`src/rtl/spi_apb_pkg.sv`:
```
// ============================================================================
// spi_apb_pkg: register map, write masks, SR bit indices and mode encodings
// Rev 1.0
// ============================================================================
`default_nettype none

package spi_apb_pkg;

    localparam logic [2:0] ADDR_CR1 = 3'd0;
    localparam logic [2:0] ADDR_CR2 = 3'd1;
    localparam logic [2:0] ADDR_BR  = 3'd2;
    localparam logic [2:0] ADDR_SR  = 3'd3;
    localparam logic [2:0] ADDR_DR  = 3'd5;

    localparam logic [7:0] CR1_RESET = 8'h04;
    localparam logic [7:0] CR2_WMASK = 8'h1B;
    localparam logic [7:0] BR_WMASK  = 8'h77;

    localparam int CR1_SPIE  = 7;
    localparam int CR1_SPE   = 6;
    localparam int CR1_SPTIE = 5;
    localparam int CR1_MSTR  = 4;
    localparam int CR1_CPOL  = 3;
    localparam int CR1_CPHA  = 2;
    localparam int CR1_SSOE  = 1;
    localparam int CR1_LSBFE = 0;

    localparam int CR2_MODFEN  = 4;
    localparam int CR2_SPISWAI = 1;

    localparam int SR_SPIF    = 7;
    localparam int SR_RXOVR   = 6;
    localparam int SR_SPTEF   = 5;
    localparam int SR_MODF    = 4;
    localparam int SR_TXEMPTY = 3;
    localparam int SR_RXFULL  = 2;

    typedef enum logic [1:0] {
        MODE_RUN  = 2'b00,
        MODE_WAIT = 2'b01,
        MODE_STOP = 2'b10,
        MODE_RSVD = 2'b11
    } spi_mode_e;

endpackage

`default_nettype wire

```
`src/rtl/spi_sync_fifo.sv`:
```
// ============================================================================
// spi_sync_fifo: count-based synchronous FIFO, pointer/count cleared asynchronously
// Rev 1.0
// ============================================================================
`default_nettype none

module spi_sync_fifo #(
    parameter int DATA_W     = 8,
    parameter int FIFO_DEPTH = 4
) (
    input  logic              PCLK,
    input  logic              PRESET_n,
    input  logic              push_i,
    input  logic [DATA_W-1:0] wdata_i,
    input  logic              pop_i,
    output logic [DATA_W-1:0] rdata_o,
    output logic              full_o,
    output logic              empty_o
);

    localparam int AW = $clog2(FIFO_DEPTH);

    logic [DATA_W-1:0] mem_q [FIFO_DEPTH];
    logic [AW-1:0]     wr_ptr_q;
    logic [AW-1:0]     rd_ptr_q;
    logic [AW:0]       count_q;
    logic              do_push;
    logic              do_pop;

    assign full_o  = (count_q == (AW+1)'(FIFO_DEPTH));
    assign empty_o = (count_q == '0);
    assign rdata_o = mem_q[rd_ptr_q];

    // A pop frees a slot in the same cycle, so push at full is legal alongside it
    assign do_pop  = pop_i & ~empty_o;
    assign do_push = push_i & (~full_o | do_pop);

    always_ff @(posedge PCLK or negedge PRESET_n) begin
        if (!PRESET_n) begin
            wr_ptr_q <= '0;
            rd_ptr_q <= '0;
            count_q  <= '0;
        end else begin
            if (do_push) wr_ptr_q <= wr_ptr_q + 1'b1;
            if (do_pop)  rd_ptr_q <= rd_ptr_q + 1'b1;
            case ({do_push, do_pop})
                2'b10:   count_q <= count_q + 1'b1;
                2'b01:   count_q <= count_q - 1'b1;
                default: count_q <= count_q;
            endcase
        end
    end

    always_ff @(posedge PCLK) begin
        if (do_push) mem_q[wr_ptr_q] <= wdata_i;
    end

endmodule

`default_nettype wire

```
`src/rtl/spi_apb_fifo_ctrl.sv`:
```
// ============================================================================
// spi_apb_fifo_ctrl: APB register front-end with TX/RX FIFOs and mode FSM for an SPI core.
// Define SPI_IRQ_EN to enable the registered interrupt output and CR1 spie/sptie.
// Rev 1.0
// ============================================================================
`default_nettype none

module spi_apb_fifo_ctrl
    import spi_apb_pkg::*;
#(
    parameter int DATA_W     = 8,
    parameter int FIFO_DEPTH = 4
) (
    input  logic              PCLK,
    input  logic              PRESET_n,
    input  logic              PSEL,
    input  logic              PENABLE,
    input  logic              PWRITE,
    input  logic [2:0]        PADDR,
    input  logic [DATA_W-1:0] PWDATA,
    output logic [DATA_W-1:0] PRDATA,
    output logic              PREADY,
    output logic              PSLVERR,
    output logic [DATA_W-1:0] tx_data_o,
    output logic              tx_valid_o,
    input  logic              tx_ready_i,
    input  logic [DATA_W-1:0] rx_data_i,
    input  logic              rx_valid_i,
    input  logic              tip_i,
    input  logic              ss_i,
    output logic              mstr_o,
    output logic              cpol_o,
    output logic              cpha_o,
    output logic              lsbfe_o,
    output logic [2:0]        sppr_o,
    output logic [2:0]        spr_o,
    output logic [1:0]        spi_mode_o,
    output logic              irq_o
);

`ifdef SPI_IRQ_EN
    localparam logic [7:0] CR1_WMASK = 8'hFF;
`else
    localparam logic [7:0] CR1_WMASK = 8'h5F;
`endif

    logic [7:0]        cr1_q, cr2_q, br_q;
    logic              modf_q, rxovr_q, sr_rd_q;
    spi_mode_e         mode_q, mode_d;
    logic              access, acc_err, acc_ok;
    logic              tx_push, tx_pop, tx_full, tx_empty;
    logic              rx_pop, rx_full, rx_empty;
    logic [DATA_W-1:0] rx_head;
    logic              wr_cr1, wr_cr2, wr_br, rd_sr;
    logic [7:0]        sr;
    logic [7:0]        reg_rd;

    assign access  = PSEL & PENABLE;
    assign PREADY  = access;
    assign PSLVERR = access & acc_err;
    assign acc_ok  = access & ~acc_err;

    assign tx_valid_o = ~tx_empty & cr1_q[CR1_SPE] & (mode_q != MODE_STOP);
    assign tx_pop     = tx_valid_o & tx_ready_i;

    always_comb begin
        acc_err = 1'b0;
        case (PADDR)
            ADDR_CR1, ADDR_CR2, ADDR_BR: acc_err = PWRITE & tip_i;
            ADDR_SR:                     acc_err = PWRITE;
            ADDR_DR:                     acc_err = PWRITE ? (tx_full & ~tx_pop) : rx_empty;
            default:                     acc_err = 1'b1;
        endcase
    end

    assign wr_cr1  = acc_ok & PWRITE  & (PADDR == ADDR_CR1);
    assign wr_cr2  = acc_ok & PWRITE  & (PADDR == ADDR_CR2);
    assign wr_br   = acc_ok & PWRITE  & (PADDR == ADDR_BR);
    assign rd_sr   = acc_ok & ~PWRITE & (PADDR == ADDR_SR);
    assign tx_push = acc_ok & PWRITE  & (PADDR == ADDR_DR);
    assign rx_pop  = acc_ok & ~PWRITE & (PADDR == ADDR_DR);

    spi_sync_fifo #(.DATA_W(DATA_W), .FIFO_DEPTH(FIFO_DEPTH)) u_tx_fifo (
        .PCLK     (PCLK),
        .PRESET_n (PRESET_n),
        .push_i   (tx_push),
        .wdata_i  (PWDATA),
        .pop_i    (tx_pop),
        .rdata_o  (tx_data_o),
        .full_o   (tx_full),
        .empty_o  (tx_empty)
    );

    spi_sync_fifo #(.DATA_W(DATA_W), .FIFO_DEPTH(FIFO_DEPTH)) u_rx_fifo (
        .PCLK     (PCLK),
        .PRESET_n (PRESET_n),
        .push_i   (rx_valid_i),
        .wdata_i  (rx_data_i),
        .pop_i    (rx_pop),
        .rdata_o  (rx_head),
        .full_o   (rx_full),
        .empty_o  (rx_empty)
    );

    always_ff @(posedge PCLK or negedge PRESET_n) begin
        if (!PRESET_n) begin
            cr1_q <= CR1_RESET;
            cr2_q <= '0;
            br_q  <= '0;
        end else begin
            if (wr_cr1) cr1_q <= PWDATA[7:0] & CR1_WMASK;
            if (wr_cr2) cr2_q <= PWDATA[7:0] & CR2_WMASK;
            if (wr_br)  br_q  <= PWDATA[7:0] & BR_WMASK;
        end
    end

    // Flag clear is a two-step handshake: an SR read arms it, the next CR1 write fires it
    always_ff @(posedge PCLK or negedge PRESET_n) begin
        if (!PRESET_n) begin
            modf_q  <= 1'b0;
            rxovr_q <= 1'b0;
            sr_rd_q <= 1'b0;
        end else begin
            if (wr_cr1) begin
                sr_rd_q <= 1'b0;
            end else if (rd_sr) begin
                sr_rd_q <= 1'b1;
            end
            if (wr_cr1 && sr_rd_q) begin
                modf_q  <= 1'b0;
                rxovr_q <= 1'b0;
            end else begin
                if (~ss_i & cr1_q[CR1_MSTR] & cr2_q[CR2_MODFEN] & ~cr1_q[CR1_SSOE])
                    modf_q <= 1'b1;
                if (rx_valid_i & rx_full & ~rx_pop)
                    rxovr_q <= 1'b1;
            end
        end
    end

    always_ff @(posedge PCLK or negedge PRESET_n) begin
        if (!PRESET_n) mode_q <= MODE_RUN;
        else           mode_q <= mode_d;
    end

    always_comb begin
        mode_d = mode_q;
        case (mode_q)
            MODE_RUN:  if (!cr1_q[CR1_SPE]) mode_d = MODE_WAIT;
            MODE_WAIT: begin
                if (cr1_q[CR1_SPE])           mode_d = MODE_RUN;
                else if (cr2_q[CR2_SPISWAI])  mode_d = MODE_STOP;
            end
            MODE_STOP: if (!cr2_q[CR2_SPISWAI]) mode_d = MODE_WAIT;
            default:   mode_d = MODE_RUN;
        endcase
    end

    always_comb begin
        sr              = '0;
        sr[SR_SPIF]     = ~rx_empty;
        sr[SR_RXOVR]    = rxovr_q;
        sr[SR_SPTEF]    = ~tx_full;
        sr[SR_MODF]     = modf_q;
        sr[SR_TXEMPTY]  = tx_empty;
        sr[SR_RXFULL]   = rx_full;
    end

    always_comb begin
        reg_rd = '0;
        case (PADDR)
            ADDR_CR1: reg_rd = cr1_q;
            ADDR_CR2: reg_rd = cr2_q;
            ADDR_BR:  reg_rd = br_q;
            ADDR_SR:  reg_rd = sr;
            default:  reg_rd = '0;
        endcase
        PRDATA = (PADDR == ADDR_DR) ? rx_head : DATA_W'(reg_rd);
    end

`ifdef SPI_IRQ_EN
    logic irq_q;
    always_ff @(posedge PCLK or negedge PRESET_n) begin
        if (!PRESET_n) irq_q <= 1'b0;
        else           irq_q <= (cr1_q[CR1_SPIE] & (~rx_empty | modf_q | rxovr_q))
                              | (cr1_q[CR1_SPTIE] & ~tx_full);
    end
    assign irq_o = irq_q;
`else
    assign irq_o = 1'b0;
`endif

    assign mstr_o     = cr1_q[CR1_MSTR];
    assign cpol_o     = cr1_q[CR1_CPOL];
    assign cpha_o     = cr1_q[CR1_CPHA];
    assign lsbfe_o    = cr1_q[CR1_LSBFE];
    assign sppr_o     = br_q[6:4];
    assign spr_o      = br_q[2:0];
    assign spi_mode_o = mode_q;

endmodule

`default_nettype wire

```
`config.mk`:
```
export PLATFORM = sky130hd
export DESIGN_NAME = spi_apb_fifo_ctrl
export DESIGN_NICKNAME = d
export VERILOG_FILES = /design/src/rtl/spi_apb_pkg.sv /design/src/rtl/spi_sync_fifo.sv /design/src/rtl/spi_apb_fifo_ctrl.sv
export SDC_FILE = /design/constraint.sdc
export NUM_CORES = 1
export LEC_CHECK = 0
export CORE_UTILIZATION = 59
export CTS_CLUSTER_DIAMETER = 150
export DETAILED_ROUTE_END_ITERATION = 7
export PLACE_DENSITY_LB_ADDON = 0.3
export SETUP_SLACK_MARGIN = 0.5
export SKIP_LAST_GASP = 1
export SLEW_MARGIN = 20
export SYNTH_ARGS = -nofsm -noshare
export SYNTH_HDL_FRONTEND = slang
export SYNTH_SLANG_ARGS = --single-unit
```
`constraint.sdc`:
```
create_clock -name PCLK -period 4.75 [get_ports PCLK]
set_clock_uncertainty 0.15 [all_clocks]
set_input_delay 0.475 -clock PCLK [delete_from_list [all_inputs] [get_ports PCLK]]
set_output_delay 0.475 -clock PCLK [all_outputs]
set_load 0.05 [all_outputs]
```
[Yosys cells after proc, flatten, opt, wreduce, memory -nomap -nowiden]
Memory sizes are Yosys's and may differ from the RTL's.
Cells that the tools add are included.
W data, S select, Z words.
Storage, ports and cells
  memory bits (writable): 64
  bits of input ports: 28
  output and inout bits: 32
  register bits: 35
  memories: 2
Memories
  u_rx_fifo.mem_q: words 4, width 8, rd ports 1, clocked after memory_dff 0, wr ports 1, RTL line spi_sync_fifo.sv:23  | logic [DATA_W-1:0] mem_q [FIFO_DEPTH];
  u_tx_fifo.mem_q: words 4, width 8, rd ports 1, clocked after memory_dff 0, wr ports 1, RTL line spi_sync_fifo.sv:23
Cells by class
  mux-type cells: 21
  equal/unequal tests: 16
  bitwise gates (word level): 37
  reductions and logical operators: 12
  add/sub/neg operators: 8
Operators by type and width (count)
  $pmux W8 S4: 1
  $and A1 B1 Y1: 25
  $pmux W3 S2: 2
  $mux W1: 11
  $not A1 Y1: 10
  $reduce_bool A2 Y1: 5
  $eq A3 B3 Y1 const B: 3
  $logic_not A3 Y1: 3
  $add A2 B1 Y2 const B: 4
  $mux W2: 4
  $mux W8: 1
  $add A3 B1 Y3 const B: 2
  $eq A2 B1 Y1 const B: 3
  $eq A2 B2 Y1 const B: 3
  $eq A3 B2 Y1 const B: 2
  $ne A2 B2 Y1 const B: 3
  $pmux W2 S3: 1
  $sub A3 B1 Y3 const B: 2
  $eq A3 B1 Y1 const B: 1
  $ne A3 B3 Y1 const B: 1
  $pmux W1 S3: 1
  $reduce_and A3 Y1: 1
  $reduce_or A3 Y1: 1
  $logic_not A2 Y1: 1
  other kinds (2): 3

[Longest topological paths before layout]
  word-level depth: 18
  gate-level depth with buffers: 11
  gate-level depth less buffers: 10

[Modules after synthesis]
From an unflattened synthesis, not the netlist that was laid out.
Second synthesis, totals
  cells, all modules: 277
  area total of the unflattened synthesis: 4416.7 µm²
By module, submodules not included
  spi_sync_fifo: times used 2, cells each 80, seq. area each 1136.1 µm², area an instance 1587.8 µm²
  spi_apb_fifo_ctrl: times used 1, cells each 117, seq. area each 526.8 µm², area an instance 1241.2 µm²

[Worst setup path before layout]
OpenSTA, ideal clock, no wires.
  path type: register -> output
  start: register mode_q[0] (netlist: spi_mode_o[0])
  end: output PSLVERR
  setup slack: 1.875 ns
  arrival time: 2.250 ns
  stages on the path, launching flop included: 5
  cell sequence: dfrtp_1 nand2b_1 nand3_1 a31oi_1 o31ai_1
On the way
  longest elaborated chain between the ends: 8
RTL lines
  from (decl): RTL line spi_apb_fifo_ctrl.sv:49  | spi_mode_e mode_q, mode_d;
  from (signal assigned): RTL line spi_apb_fifo_ctrl.sv:143  | else mode_q <= mode_d;
  $ne A2 B2 Y1: RTL line spi_apb_fifo_ctrl.sv:63  | assign tx_valid_o = ~tx_empty & cr1_q[CR1_SPE] & (mode_q != MODE_STOP);
  $and A1 B1 Y1: RTL line spi_apb_fifo_ctrl.sv:63
  $and A1 B1 Y1: RTL line spi_apb_fifo_ctrl.sv:64  | assign tx_pop = tx_valid_o & tx_ready_i;
  $not A1 Y1: RTL line spi_apb_fifo_ctrl.sv:71  | ADDR_DR: acc_err = PWRITE ? (tx_full & ~tx_pop) : rx_empty;
  $and A1 B1 Y1: RTL line spi_apb_fifo_ctrl.sv:71
  $mux W1: RTL line spi_apb_fifo_ctrl.sv:71
  $pmux W1 S3: RTL line spi_apb_fifo_ctrl.sv:68  | case (PADDR)
  $and A1 B1 Y1: RTL line spi_apb_fifo_ctrl.sv:60  | assign PSLVERR = access & acc_err;
  to (decl): RTL line spi_apb_fifo_ctrl.sv:23  | output logic PSLVERR,
Every way passes these cells.

[Worst setup path after layout]
  start: input PADDR[0]
  end: output PRDATA[7]
On the way
  longest elaborated chain between the ends: 3
  elaborated cells between the ends (all ways): 7
RTL lines
  from (decl): RTL line spi_apb_fifo_ctrl.sv:19  | input logic [2:0] PADDR,
  $eq A3 B2 Y1 (tied with other cells): RTL line spi_apb_fifo_ctrl.sv:171  | case (PADDR)
  $pmux W8 S4: RTL line spi_apb_fifo_ctrl.sv:171
  $mux W8 *: RTL line spi_apb_fifo_ctrl.sv:178  | PRDATA = (PADDR == ADDR_DR) ? rx_head : DATA_W'(reg_rd);
  to (decl): RTL line spi_apb_fifo_ctrl.sv:21  | output logic [DATA_W-1:0] PRDATA,
Every way passes the cells marked *; elsewhere a longest branch is shown, timed or not.

==> run metrics <==
status finished clean; max_cap viols 0; routability cong. 0.8101; Longest Clk Path Bufs 2; Fin. Hold Viols 0; total CTS buffers 9; Pre-antenna DRT Iters 4; DPL Wire Length 6062 um; Final Net Count 375; # setup viols final 0; die area 7749 sq um; first-pass GRT wire length 13260 um; CP Data Required Time 4.12 ns; Cell variety after synth 46; register bit total from synthesis 99; async set-or-reset flop fraction in the synthesized netlist 35.35%; DRC viols 0; Post-CTS Setup Bufs 0; Worst Hold Class flip-flop to flip-flop; Leak Pwr 1.948 nW; power density cells 492.6 nW/um^2; Reg clk slew, reported paths 0.09 ns; vias in the first global route 2637; Fmax 0.2715 GHz; Post-synth EDFFs 64; H-tree Lvls 3; DRT iter0 DRCs 208; post-synthesis net count 316; vias 2529; antenna violations before repair 0; fin crit period 3.683 ns; Main synth FF type edfxtp_1; ANT cells 0; Routed Antenna Nets 0; clk_lat worst skew 0.36 ns; share of cells above drive strength 1 18.24%; I/O Pins 60; Worst Max-Slew Pin Slew 0.6841 ns; VDD IR-drop max 0.0003110 V; Die Span Y 88.03 um; Worst slew margin 54.20%; Total GRT Usage 23.79%; Slew Limit Fails 0; Buffers on Ports 58; row count 30; CTS tree built; WL final 8268 um; core area 6982 sq um; WS Path Type input pin to output port; Clock Root Buffer clkbuf_8; Post-Syn Area per Cell 15.82 sq um; P&R area growth vs syn 19.14%; routed len/inst 18.96 um; synthesized cell area 4367 sq um; Vias/cell 5.800; crit end category output port; part of the cycle the worst path needs 77.53%; RSZ-0062 raised after global routing false; initial core utilization 62.54%; grt total ovfl 0; CTS Sinks 99; Cells after Synth 276; Crit Path Max Fanout 16; sequential share of the synthesized area 64.10%; die width 88.03 um; Setup TNS 0 ns; worst hold margin 0.3477 ns; startpoint types input pin; CTS resizes 0; hold-fix buffers at CTS 0; pin count of the biggest net entering global routing 36; Synth warnings 0; Worst EP arrival 3.06 ns
## layout make-up
type                            count  area, sq um
Clock buffer                        9        123.9
Clock inverter                      7        60.06
Fill cell                         438         1779
Inverter                           15        56.30
Multi-Input combinational cell    151         1455
Sequential cell                    99         2799
Tap cell                           96        120.1
Timing Repair Buffer               59        588.1
## where the power goes
group / leakage (nW) / switching (mW) / internal [mW] / total (mW)
clock network: 0.0913 / 0.304 / 0.200 / 0.504
registers: 1.02 / 0.153 / 1.07 / 1.22
logic: 0.833 / 0.469 / 0.366 / 0.834
total: 1.95 / 0.926 / 1.64 / 2.56
## state kept, by name (all words and copies together) (netlist names), 2 cells and up
signal / count
u_rx_fifo.mem_q: 32
u_tx_fifo.mem_q: 32
br_q: 6
cr1_q: 6
cr2_q: 4
u_rx_fifo.count_q: 3
u_tx_fifo.count_q: 3
spi_mode_o: 2
u_rx_fifo.rd_ptr_q: 2
u_rx_fifo.wr_ptr_q: 2
u_tx_fifo.rd_ptr_q: 2
u_tx_fifo.wr_ptr_q: 2
## kinds of logic after synthesis
| logic type | Yosys count | share of synthesized area [%] |
|---|---|---|
| other | 1 | 0.08588 |
| xor gates and xnor gates | 12 | 2.407 |
| adders and majority gates | 12 | 3.782 |
| AOI/OAI and AO/OA | 24 | 3.782 |
| and+or+nand+nor | 61 | 8.424 |
| muxes | 41 | 14.84 |
| buffers and inverters | 26 | 2.579 |
| DFF | 99 | 64.10 |
## synthesized netlist by cell type, types with 6 or more instances
cell type	n	area share [%]
mux4_2	17	8.8
ha_1	10	2.9
a31oi_1	6	0.86
buf_2	6	0.69
xnor2_1	6	1.2
nor2_1	11	0.95
xor2_1	6	1.2
inv_1	15	1.3
edfxtp_1	64	44
dfrtp_1	34	19
nand2_1	21	1.8
mux2_2	19	4.9
## worst max-delay path, stage by stage
cell and delay (ns):
clkdlybuf4s50_1 0.90, nor2b_1 0.30, and2_1 0.35, nand2_1 0.08, o21ai_0 0.11, clkdlybuf4s50_1 0.84
## worst paths after layout
kind	cells after the start	slack, ns	endpoint	startpoint
min in group asynchronous	2	0.37	u_tx_fifo.rd_ptr_q[0]	PRESET_n
min	1	0.35	modf_q	sr_rd_q
max	6	1.07	PRDATA[7]	PADDR[0]
max in group asynchronous	2	3.72	cr1_q[2]	PRESET_n
min reg2reg	1	0.35	modf_q	sr_rd_q
max reg2reg	10	2.04	u_rx_fifo.count_q[2]	u_rx_fifo.count_q[0]
## per-layer routing
layer  up-vias  global-route usage, %  wire, um
met2        68                  38.48      4195
met3        18                  4.524       362
met4         0                  9.091       170
met5         -                      0         0
li1       1147                      -         -
met1      1296                  32.56      3540
## stage by stage
step | std cells | cell area [sq um] | power, mW | utilization (%) | setup slack (ns)
after floorplan | 276 | 4367 | 1.807 | - | 1.875
after global placement | 420 | 5019 | 2.053 | 71.88 | 1.171
after detailed placement | 420 | 5019 | 2.085 | 71.88 | 1.093
after CTS | 436 | 5202 | 2.580 | 74.52 | 1.081
after global routing | 436 | 5202 | 2.691 | 74.52 | 0.9420
final | 436 | 5202 | 2.563 | 74.52 | 1.067
## layout by cell type (no fill, tap or decap), drive strengths merged, types with 2 or more instances in the layout
cell / Yosys / routed
nor2: 11 / 11
a31oi: 6 / 6
a21oi: 3 / 3
clkbuf: 1 / 9
nor2b: 2 / 2
xor2: 6 / 6
nand2: 21 / 21
o21ai: 5 / 5
dfrtp: 34 / 34
nor4: 2 / 2
ha: 10 / 10
a22oi: 2 / 2
and2: 6 / 6
clkinv: 0 / 3
fa: 2 / 2
nor3: 6 / 6
inv: 15 / 18
o31ai: 2 / 2
nor4b: 2 / 2
mux4: 17 / 17
edfxtp: 64 / 64
mux2i: 4 / 4
xnor2: 6 / 6
and3: 5 / 5
clkdlybuf4s50: 0 / 58
nand3: 2 / 2
mux2: 20 / 20
(Power assumes the default switching activity.)
